===== src/rtl/mips_avalon_arb_pkg.sv =====
// mips_avalon_arb_pkg: shared state type, default widths and the idle-cycle grant decision
package mips_avalon_arb_pkg;
  typedef enum logic [1:0] {IDLE, READ, WRITE} state_t;
  localparam int ADDR_W_DEF = 32;
  localparam int DATA_W_DEF = 32;
  localparam int STARVE_LIMIT_DEF = 4;
  function automatic state_t grant(input logic rd_req, input logic rd_conflict, input logic wb_empty,
                                   input logic wb_full, input logic wb_pop, input logic starved);
    logic wr_ok, rd_ok;
    wr_ok = !wb_empty && !wb_pop;
    rd_ok = rd_req && !(rd_conflict && !wb_empty);
    return (wr_ok && (wb_full || (rd_req && rd_conflict) || starved)) ? WRITE :
           rd_ok ? READ : wr_ok ? WRITE : IDLE;
  endfunction
endpackage


===== src/rtl/mips_avalon_arbiter.sv =====
// mips_avalon_arbiter: sequences cache reads and write-buffer drains onto one Avalon-MM port
module mips_avalon_arbiter
  import mips_avalon_arb_pkg::*;
#(
  parameter int STARVE_LIMIT = STARVE_LIMIT_DEF,
  parameter int ADDR_W = ADDR_W_DEF,
  parameter int DATA_W = DATA_W_DEF
) (
  input  logic                clk,
  input  logic                rst,
  input  logic                rd_req,
  input  logic [ADDR_W-1:0]   rd_addr,
  input  logic [DATA_W/8-1:0] rd_byteenable,
  input  logic                rd_conflict,
  output logic                rd_done,
  output logic [DATA_W-1:0]   rd_data,
  input  logic                wb_empty,
  input  logic                wb_full,
  input  logic [ADDR_W-1:0]   wb_head_addr,
  input  logic [DATA_W-1:0]   wb_head_data,
  input  logic [DATA_W/8-1:0] wb_head_byteenable,
  output logic                wb_pop,
  output logic [ADDR_W-1:0]   avm_address,
  output logic                avm_read,
  output logic                avm_write,
  output logic [DATA_W-1:0]   avm_writedata,
  output logic [DATA_W/8-1:0] avm_byteenable,
  input  logic                avm_waitrequest,
  input  logic [DATA_W-1:0]   avm_readdata,
  output logic                busy
);
  localparam int SW = $clog2(STARVE_LIMIT + 1);
  state_t state, next;
  logic [SW-1:0] streak;
  logic done, rd_grant, wr_grant;
  assign busy = state != IDLE;
  assign done = busy && !avm_waitrequest;
  assign rd_grant = state == IDLE && next == READ;
  assign wr_grant = state == IDLE && next == WRITE;
  // next state: arbitrate while idle, otherwise leave once the slave accepts the transfer
  always_comb begin
    next = state;
    next = state == IDLE ? grant(rd_req, rd_conflict, wb_empty, wb_full, wb_pop, streak == SW'(STARVE_LIMIT)) :
           done ? IDLE : state;
  end
  // state register
  always_ff @(posedge clk or negedge rst) begin
    if (!rst) state <= IDLE;
    else state <= next;
  end
  // Avalon command registers and completion pulses; commands only change on grant or completion
  always_ff @(posedge clk or negedge rst) begin
    if (!rst) begin
      avm_address <= '0;
      avm_read <= 1'b0;
      avm_write <= 1'b0;
      avm_writedata <= '0;
      avm_byteenable <= '0;
      rd_done <= 1'b0;
      rd_data <= '0;
      wb_pop <= 1'b0;
    end else begin
      rd_done <= state == READ && done;
      wb_pop <= state == WRITE && done;
      if (state == READ && done) rd_data <= avm_readdata;
      if (done) begin
        avm_read <= 1'b0;
        avm_write <= 1'b0;
      end
      if (rd_grant) begin
        avm_address <= rd_addr;
        avm_byteenable <= rd_byteenable;
        avm_read <= 1'b1;
      end
      if (wr_grant) begin
        avm_address <= wb_head_addr;
        avm_writedata <= wb_head_data;
        avm_byteenable <= wb_head_byteenable;
        avm_write <= 1'b1;
      end
    end
  end
  // consecutive reads served while writes wait; saturates so a write is forced at the limit
  always_ff @(posedge clk or negedge rst) begin
    if (!rst) streak <= '0;
    else if (wb_empty || wr_grant) streak <= '0;
    else if (state == READ && done && streak != SW'(STARVE_LIMIT)) streak <= streak + SW'(1);
  end
endmodule


===== config.mk =====
export PLATFORM = sky130hd
export DESIGN_NAME = mips_avalon_arbiter
export DESIGN_NICKNAME = d
export VERILOG_FILES = /design/src/rtl/mips_avalon_arb_pkg.sv /design/src/rtl/mips_avalon_arbiter.sv
export SDC_FILE = /design/constraint.sdc
export NUM_CORES = 1
export LEC_CHECK = 0
export ABC_AREA = 1
export CAP_MARGIN = 20
export CORE_MARGIN = 2
export CORE_UTILIZATION = 41
export DETAILED_ROUTE_END_ITERATION = 10
export PLACE_DENSITY_LB_ADDON = 0.08
export RECOVER_POWER = 100
export SETUP_SLACK_MARGIN = 0.1
export SYNTH_ARGS = -nofsm -noshare
export SYNTH_HDL_FRONTEND = slang
export SYNTH_SLANG_ARGS = --single-unit

===== constraint.sdc =====
create_clock -name clk -period 2.13 [get_ports clk]
set_clock_uncertainty 0.15 [all_clocks]
set_input_delay 0.426 -clock clk [delete_from_list [all_inputs] [get_ports clk]]
set_output_delay 0.426 -clock clk [all_outputs]
set_load 0.005 [all_outputs]

# ---- Word-level counts from Yosys, hierarchy flattened
# Cells that the tools add are included.
dict set report classes {
  add_sub_neg 1
  mul 0
  n_div 0
  n_lt_le_gt_ge 0
  n_eq_ne 6
  shifts 0
  muxes 14
  bitwise 0
  n_reduce_logical 24
}
# cell count
set op_table {}
lappend op_table {{$mux W32} 2}
lappend op_table {{$logic_and A1 B1 Y1} 11}
lappend op_table {{$mux W2} 5}
lappend op_table {{$reduce_bool A2 Y1} 5}
lappend op_table {{$mux W4} 2}
lappend op_table {{$mux W3} 2}
lappend op_table {{$eq A2 B1 Y1 const B} 2}
lappend op_table {{$eq A2 B2 Y1 const B} 2}
lappend op_table {{$logic_not A1 Y1} 4}
lappend op_table {{$add A3 B1 Y3 const B} 1}
lappend op_table {{$eq A3 B3 Y1 const B} 1}
lappend op_table {{$logic_or A1 B1 Y1} 3}
lappend op_table {{$mux W1} 3}
lappend op_table {{$ne A3 B3 Y1 const B} 1}
lappend op_table {{$logic_not A2 Y1} 1}
dict set report totals {
  ff_bits 109
  latchBits 0
  ramBits 0
  rom_bits 0
  in_bits 143
  wordCells 55
  mem_count 0
}

# ---- Depth between registers and ports, before layout
# Gate-level depths: netlist (run 1).
dict set report logic_depth {
  word_depth 11
  depth_mapped 11
  mapped_depth_nobuf 10
}

# ---- Worst setup path before layout (run 1)
# Ideal clock, no wire load.
dict set report synth_path {
  path_kind {reg-to-reg}
  start {register streak[0]}
  end {register avm_write}
  arrival_ns 1.433
  required_ns 1.850
  setup_slack_ns 0.417
  stages_incl_launch_ff 11
  period_less_slack_ns 1.713
  path_cell_list {dfrtp_1 inv_1 ha_1 nand2_1 inv_1 nor2_1 nand2_2 nand2_2 buf_4 buf_2 o21ai_0}
}
dict set report synth_via {
  elab_chain_len 8
  word_cells_on_any_way 9
}
# element line
set synth_rtl {}
lappend synth_rtl {{start, declared} mips_avalon_arbiter.sv:34} ;# logic [SW-1:0] streak;
lappend synth_rtl {{start signal, assigned} mips_avalon_arbiter.sv:87} ;# else if (state == READ && done && streak != SW'(STARVE_LIMIT)) streak <= streak + SW'(1);
lappend synth_rtl {{$eq A3 B3 Y1 (*)} mips_avalon_arbiter.sv:43} ;# next = state == IDLE ? grant(rd_req, rd_conflict, wb_empty, wb_full, wb_pop, streak == SW'(STARVE_LIMIT)) :
lappend synth_rtl {{$logic_or A1 B1 Y1 (*)} mips_avalon_arb_pkg.sv:12} ;# return (wr_ok && (wb_full || (rd_req && rd_conflict) || starved)) ? WRITE :
lappend synth_rtl {{$logic_and A1 B1 Y1 (*)} mips_avalon_arb_pkg.sv:12}
lappend synth_rtl {{$mux W2 (*)} mips_avalon_arb_pkg.sv:12}
lappend synth_rtl {{$mux W2 (*)} mips_avalon_arbiter.sv:43}
lappend synth_rtl {{$eq A2 B2 Y1 (*)} mips_avalon_arbiter.sv:39} ;# assign wr_grant = state == IDLE && next == WRITE;
lappend synth_rtl {{$logic_and A1 B1 Y1 (*)} mips_avalon_arbiter.sv:39}
lappend synth_rtl {{$mux W1 / $reduce_bool A2 Y1 (equally long branches)} -}
lappend synth_rtl {{end signal, assigned} mips_avalon_arbiter.sv:56} ;# avm_write <= 1'b0;
lappend synth_rtl {{end signal, assigned} mips_avalon_arbiter.sv:68} ;# avm_write <= 1'b0;
lappend synth_rtl {{end signal, assigned} mips_avalon_arbiter.sv:79} ;# avm_write <= 1'b1;
lappend synth_rtl {{end, declared} mips_avalon_arbiter.sv:25} ;# output logic avm_write,
# Every way passes the cells marked *; elsewhere a longest branch is shown, timed or not.
# A chain may end at the register's enable or synchronous reset.

# ---- Final worst setup path (run 1)
dict set report layout_path {
  start {register wb_pop}
  end {output port wb_pop}
}
# element line
set layout_lines {}
lappend layout_lines {{start, declared} mips_avalon_arbiter.sv:22} ;# output logic wb_pop,
lappend layout_lines {{start signal, assigned} mips_avalon_arbiter.sv:64} ;# wb_pop <= state == WRITE && done;
# No word-level cell between the ends.

==> metrics, run 1 <==
run status=completed; num ports=248; Avg Vias per Cell=4.80; CP Launch Point=wb_pop$_DFF_PN0_; Filler cells=977; pre-CTS WS=-0.0269 ns; Initial Utilization=41.8%; Post-Syn Area per Cell=7.78 sq um; sequential area share after synthesis=54.7%; Worst-Margin Slew=0.750 ns; worst setup path end=wb_pop; M1 GR Usage=26.9%; top cells by count, synth=244 x nand2_1, 142 x nand3_1, 109 x dfrtp_1; met3 Track Usage GR=6.93%; Top delay family on crit path=buffers and inverters; total CTS buffers=9; Period Utilization, post-route=92.3%; setup violators final=0; max frequency=509 MHz; mux contribution to synthesized area=0%; share of the synthesized area in the top cell type=54.7%; Post-route DRC=0; final non-filler cell area=8050 sq um; count of different cell masters after synthesis=17; met2 GRT Util=39.2%; 1st-pass router iterations=4; pin count of the biggest net entering global routing=56; CTS max path bufs=2; antenna cells=0; IO buf count=247; drt wl/cell=14.1 microns; clock slew at reported path FFs=0.07 ns; buffer and inverter count on the worst path=1; CTS tree=done; Post-Synthesis Cells=640; crit path cell chain=dlygate4sd3_1; yosys warns=0; min cycle time layout=1.97 ns; Critical-path top delay cell=dlygate4sd3_1; Worst path max stage delay=0.63 ns; WP depth=1; global-route wire length before repair=23,300 microns; most common cell in the netlist=nand2_1; layout cells sized above 1=4.72%; # placed instances=1,018; Fin. Hold Viols=0; die extent in y=114 microns; Power Density=1140 nW/um^2; CTS root buf=clkbuf_16; Final Util=67.6%; peak supply drop=0.578 mV; initial antenna violation count=0; crit path DAT=1.39 ns; CORE AREA=11,900 sq um; WL final=14,600 microns; vias=4,969; post-route insts no fill=1,036; # nets final=1,029; total gr overflow=0; Worst Hold Class=primary input to async pin; Register-to-Register Path Depth=11; CP required=1.55 ns; die area=13,000 sq um; final setup margin=0.165 ns; largest family of logic cells by synthesized area=simple AND/OR/NAND/NOR gates; fin. max-slew vios=0; area share of fa/ha/maj cells after synthesis=0.502%; H-tree depth=3; gpl congestion=0.863; worst-path fanout max=3; Max Cap Viol=0; Detailed Place HPWL=10,900 microns; share of flip-flops with an asynchronous set or reset=100%; P&R area growth vs syn=61.5%; Main synth FF type=dfrtp_1; clk sinks=109; Mapped Area=4980 sq um; path type of the worst setup path=flip-flop to primary output; compound-gate portion of the synthesized area=0.603%; Fin Hold WS=0.285 ns; vias in the first global route=4,866; register-to-register setup slack=0.19 ns; # rows=40; Antenna Nets Post-Route=0; Yosys reg bits=109; Post-Synth XOR/XNOR Area=0.176%; FF-to-FF End=avm_address[23]$_DFFE_PN0P_; simple-gate share of the synthesized area=34.1%; Crit. End Element=primary output; worst skew pair latency=0.34 ns; total placed instance area=7740 sq um; Slew HR=50.0%; reported leakage power=4.25 nW; syn_nets=785; DR iter-0 viols=255; Total Routing Usage GR=22.5%; startpoint types=flip-flop; EDFF count, synth=0; Synth area leader=dfrtp_1; die width=114 microns; RSZ-0062 raised after global routing=yes; worst r2r src=streak[0]$_DFFE_PN0P_; synth top area cells=dfrtp_1 55%, nand2_1 18%, nand3_1 14%, inv_1 6.3%, buf_2 1.6%; Most Crowded Layer GR=met2
-- power by group --
part / internal [mW] / total, mW / switching, mW
Sequential: 3.01 / 3.51 / 0.492
Combinational: 2.15 / 3.91 / 1.76
Clock: 1.04 / 1.80 / 0.761
-- final cells by class --
class	count	area (sq um)	area share [%]
timing repair buffer	271	2730	33.9
sequential	109	2730	33.9
multi-input combinational	408	1760	21.9
inverter	85	319	3.97
clock buffer	9	225	2.80
tap	147	184	2.29
clock inverter	7	95.1	1.18
-- flip-flops by register name (all words and copies together), names as in the netlist --
register	flops
wb_pop	1
avm_writedata	32
state	2
avm_read	1
avm_byteenable	4
rd_data	32
rd_done	1
avm_address	32
avm_write	1
streak	3
-- worst min-delay path by stage --
stage	startpoint	end	slack, ns	cells after the start
floorplan	rst	avm_address[0]$_DFFE_PN0P_	-0.02	0
global placement	rst	avm_address[7]$_DFFE_PN0P_	0.09	1
detailed placement	rst	avm_address[6]$_DFFE_PN0P_	0.09	1
CTS	rst	avm_address[6]$_DFFE_PN0P_	0.28	2
global route	rst	avm_address[6]$_DFFE_PN0P_	0.30	2
finish	rst	avm_address[6]$_DFFE_PN0P_	0.28	2
-- routing by layer --
layer	vias up	share of wire, %
li1	2458	-
met1	2308	40
met2	188	50
met3	15	8.6
met4	0	1.3
met5	-	0
-- cells in the final DEF, fill, tap and decap left out, types with 2 or more instances in the layout --
cell type / n
nor2_1: 7
buf_4: 13
clkinv_2: 2
buf_12: 7
clkbuf_16: 9
clkbuf_4: 2
inv_1: 84
clkdlybuf4s50_1: 140
inv_6: 2
clkbuf_1: 2
nor3_1: 2
a21oi_1: 2
dfrtp_1: 109
dlygate4sd3_1: 106
o21ai_0: 4
nand2_1: 245
ha_1: 2
nand3_1: 142
bufinv_16: 2
-- metrics by stage --
stage / setup TNS (ns) / power (mW)
global route: 0 / 9.92
detailed placement: -0.378 / 7.90
finish: 0 / 9.21
CTS: 0 / 9.74
global placement: 0 / 7.79
floorplan: 0 / 5.07
-- cells by family after synthesis --
logic type                 Yosys count
DFF                                109
buffers and inverters              123
adders and majority gates            2
xor gates and xnor gates             1
and+or+nand+nor                    399
AOI/OAI and AO/OA                    6
-- timing repair --
action / in CTS / in global routing
hold buffers: 1 / 0
buffers inserted: 0 / 1
gates resized for setup: 1 / 0
endpoints found under the hold margin: 109 / 0
endpoints found under the setup margin: 1 / 5
(Power assumes the default switching activity.)
==> inputs of run 2 (changes only) <==
==> constraint.sdc (replaced) <==
create_clock -name clk -period 2.13 [get_ports clk]
set_clock_uncertainty 0.15 [all_clocks]
set_input_delay 0.426 -clock clk [delete_from_list [all_inputs] [get_ports clk]]
set_output_delay 0.426 -clock clk [all_outputs]
set_load 0.01 [all_outputs]
==> results of run 2 <==
The final DEF is identical to that of run 1. Status: completed.
Among the figures that moved: setup slack after layout 0.165 ns -> 0.132 ns; total power 9.21 mW -> 9.59 mW; worst IR drop on VDD 0.578 mV -> 0.582 mV
==> inputs of run 3 (changes only) <==
==> constraint.sdc (replaced) <==
create_clock -name clk -period 2.1 [get_ports clk]
set_clock_uncertainty 0.15 [all_clocks]
set_input_delay 0.42 -clock clk [delete_from_list [all_inputs] [get_ports clk]]
set_output_delay 0.42 -clock clk [all_outputs]
set_load 0.01 [all_outputs]
==> run 3 against run 2 <==
Compared with the run above: combinational power rose by 3%; highest routed layer unchanged; clock power fell by 5%; largest cell class unchanged; core utilization rose by 0.084 points.
==> metrics, run 3 (same netlist as run 1, synthesis figures left out) <==
Filler cells=1,001; leading cell types in the layout, fill and taps excluded=244 x nand2_1, 142 x nand3_1, 140 x clkdlybuf4s50_1; reported leakage power=4.25 nW; pin count of the biggest net entering global routing=56; clk sinks=109; RSZ-0062 raised after global routing=no; die extent in y=114 microns; P&R area growth vs syn=61.7%; total CTS buffers=9; min cycle time layout=1.98 ns; Most Crowded Layer GR=met2; post-route insts no fill=1,038; # rows=40; Avg Vias per Cell=4.84; IO buf count=247; # nets final=1,031; biggest regs=avm_address: 32 flops, avm_writedata: 32 flops, rd_data: 32 flops; CP required=1.53 ns; drt wl/cell=14.4 microns; die area=13,000 sq um; setup TNS=0 ns; run status=completed; crit path DAT=1.41 ns; CTS tree=done; antenna cells=0; Antenna Nets Post-Route=0; DR iter-0 viols=349; worst skew pair latency=0.33 ns; Period Utilization, post-route=94.3%; worst-path fanout max=3; Detailed Place HPWL=11,000 microns; 1st-pass router iterations=5; layout cells sized above 1=4.71%; Slew HR=49.3%; vias=5,026; path type of the worst setup path=flip-flop to primary output; die width=114 microns; Worst path max stage delay=0.67 ns; gpl congestion=0.810; startpoint types=flip-flop; vias in the first global route=4,973; # placed instances=1,018; initial antenna violation count=0; Power Density=1200 nW/um^2; Initial Utilization=41.8%; M1 GR Usage=27.2%; max frequency=505 MHz; fin. max-slew vios=0; total gr overflow=0; num ports=248; CTS max path bufs=2; Critical-path top delay cell=dlygate4sd3_1; global-route wire length before repair=23,700 microns; Worst-Margin Slew=0.760 ns; Post-route DRC=0; WL final=15,000 microns; setup violators final=0; met3 Track Usage GR=5.77%; clock slew at reported path FFs=0.07 ns; CORE AREA=11,900 sq um; CTS root buf=clkbuf_16; Top delay family on crit path=buffers and inverters; Total Routing Usage GR=22.6%; Fin. Hold Viols=0; H-tree depth=3; buffer and inverter count on the worst path=1; met2 GRT Util=39.5%; peak supply drop=0.660 mV; most common cell after layout, fill and taps aside=nand2_1; Crit. End Element=primary output; Max Cap Viol=0; Worst Hold Class=primary input to async pin; crit path cell chain=dlygate4sd3_1
run 3: worst paths after layout:
kind	start	endpoint	slack, ns	depth (start not counted)
worst min-delay path	rst	avm_address[6]$_DFFE_PN0P_	0.29	2
worst max register to register	streak[1]$_DFFE_PN0P_	avm_address[30]$_DFFE_PN0P_	0.17	11
max in group asynchronous	rst	avm_address[31]$_DFFE_PN0P_	0.47	3
min in group clk	avm_writedata[3]$_DFFE_PN0P_	avm_writedata[3]$_DFFE_PN0P_	0.32	2
worst max-delay path	wb_pop$_DFF_PN0_	wb_pop	0.12	1
worst min register to register	avm_writedata[3]$_DFFE_PN0P_	avm_writedata[3]$_DFFE_PN0P_	0.32	2
run 3: routing by layer:
| layer | vias up | part of all wire, % |
|---|---|---|
| met5 | - | 0 |
| met1 | 2332 | 41 |
| li1 | 2464 | - |
| met2 | 208 | 49 |
| met3 | 22 | 8.8 |
| met4 | 0 | 1.7 |
run 3: power by group:
group,switching (mW),internal [mW]
Sequential,0.518,3.06
Clock,0.748,0.961
Combinational,2.18,2.22
Total,3.45,6.24
run 3: timing repair:
item | 4_1_cts | 5_1_grt
endpoints found under the setup margin | 1 | 29
pin swaps | 0 | 2
gates cloned | 0 | 1
gates resized for setup | 1 | 2
buffers inserted | 0 | 2
hold endpoints to repair | 109 | 0
hold buffers | 1 | 0
run 3: metrics by stage:
stage                     hold WS [ns]  power (mW)  utilization (%)  instance area, sq um  worst slack, ns
after CTS                        0.266        10.2             67.5                  8040            0.156
after detailed placement        0.0842        8.41             64.9                  7730          -0.0460
after floorplan                -0.0256        5.51                -                  4980            0.387
after global routing             0.292        10.3             67.6                  8060           0.0555
after global placement          0.0842        8.27             64.9                  7730         -0.00487
final                            0.288        9.69             67.6                  8060            0.120
run 3: area by class of cell:
cell class                 instances  area (sq um)  area share (%)
clock inverter                     5          60.1           0.745
clock buffer                      11           243            3.01
multi-input combinational        408          1780            22.0
tap                              147           184            2.28
timing repair buffer             273          2750            34.1
inverter                          85           319            3.96
sequential                       109          2730            33.9
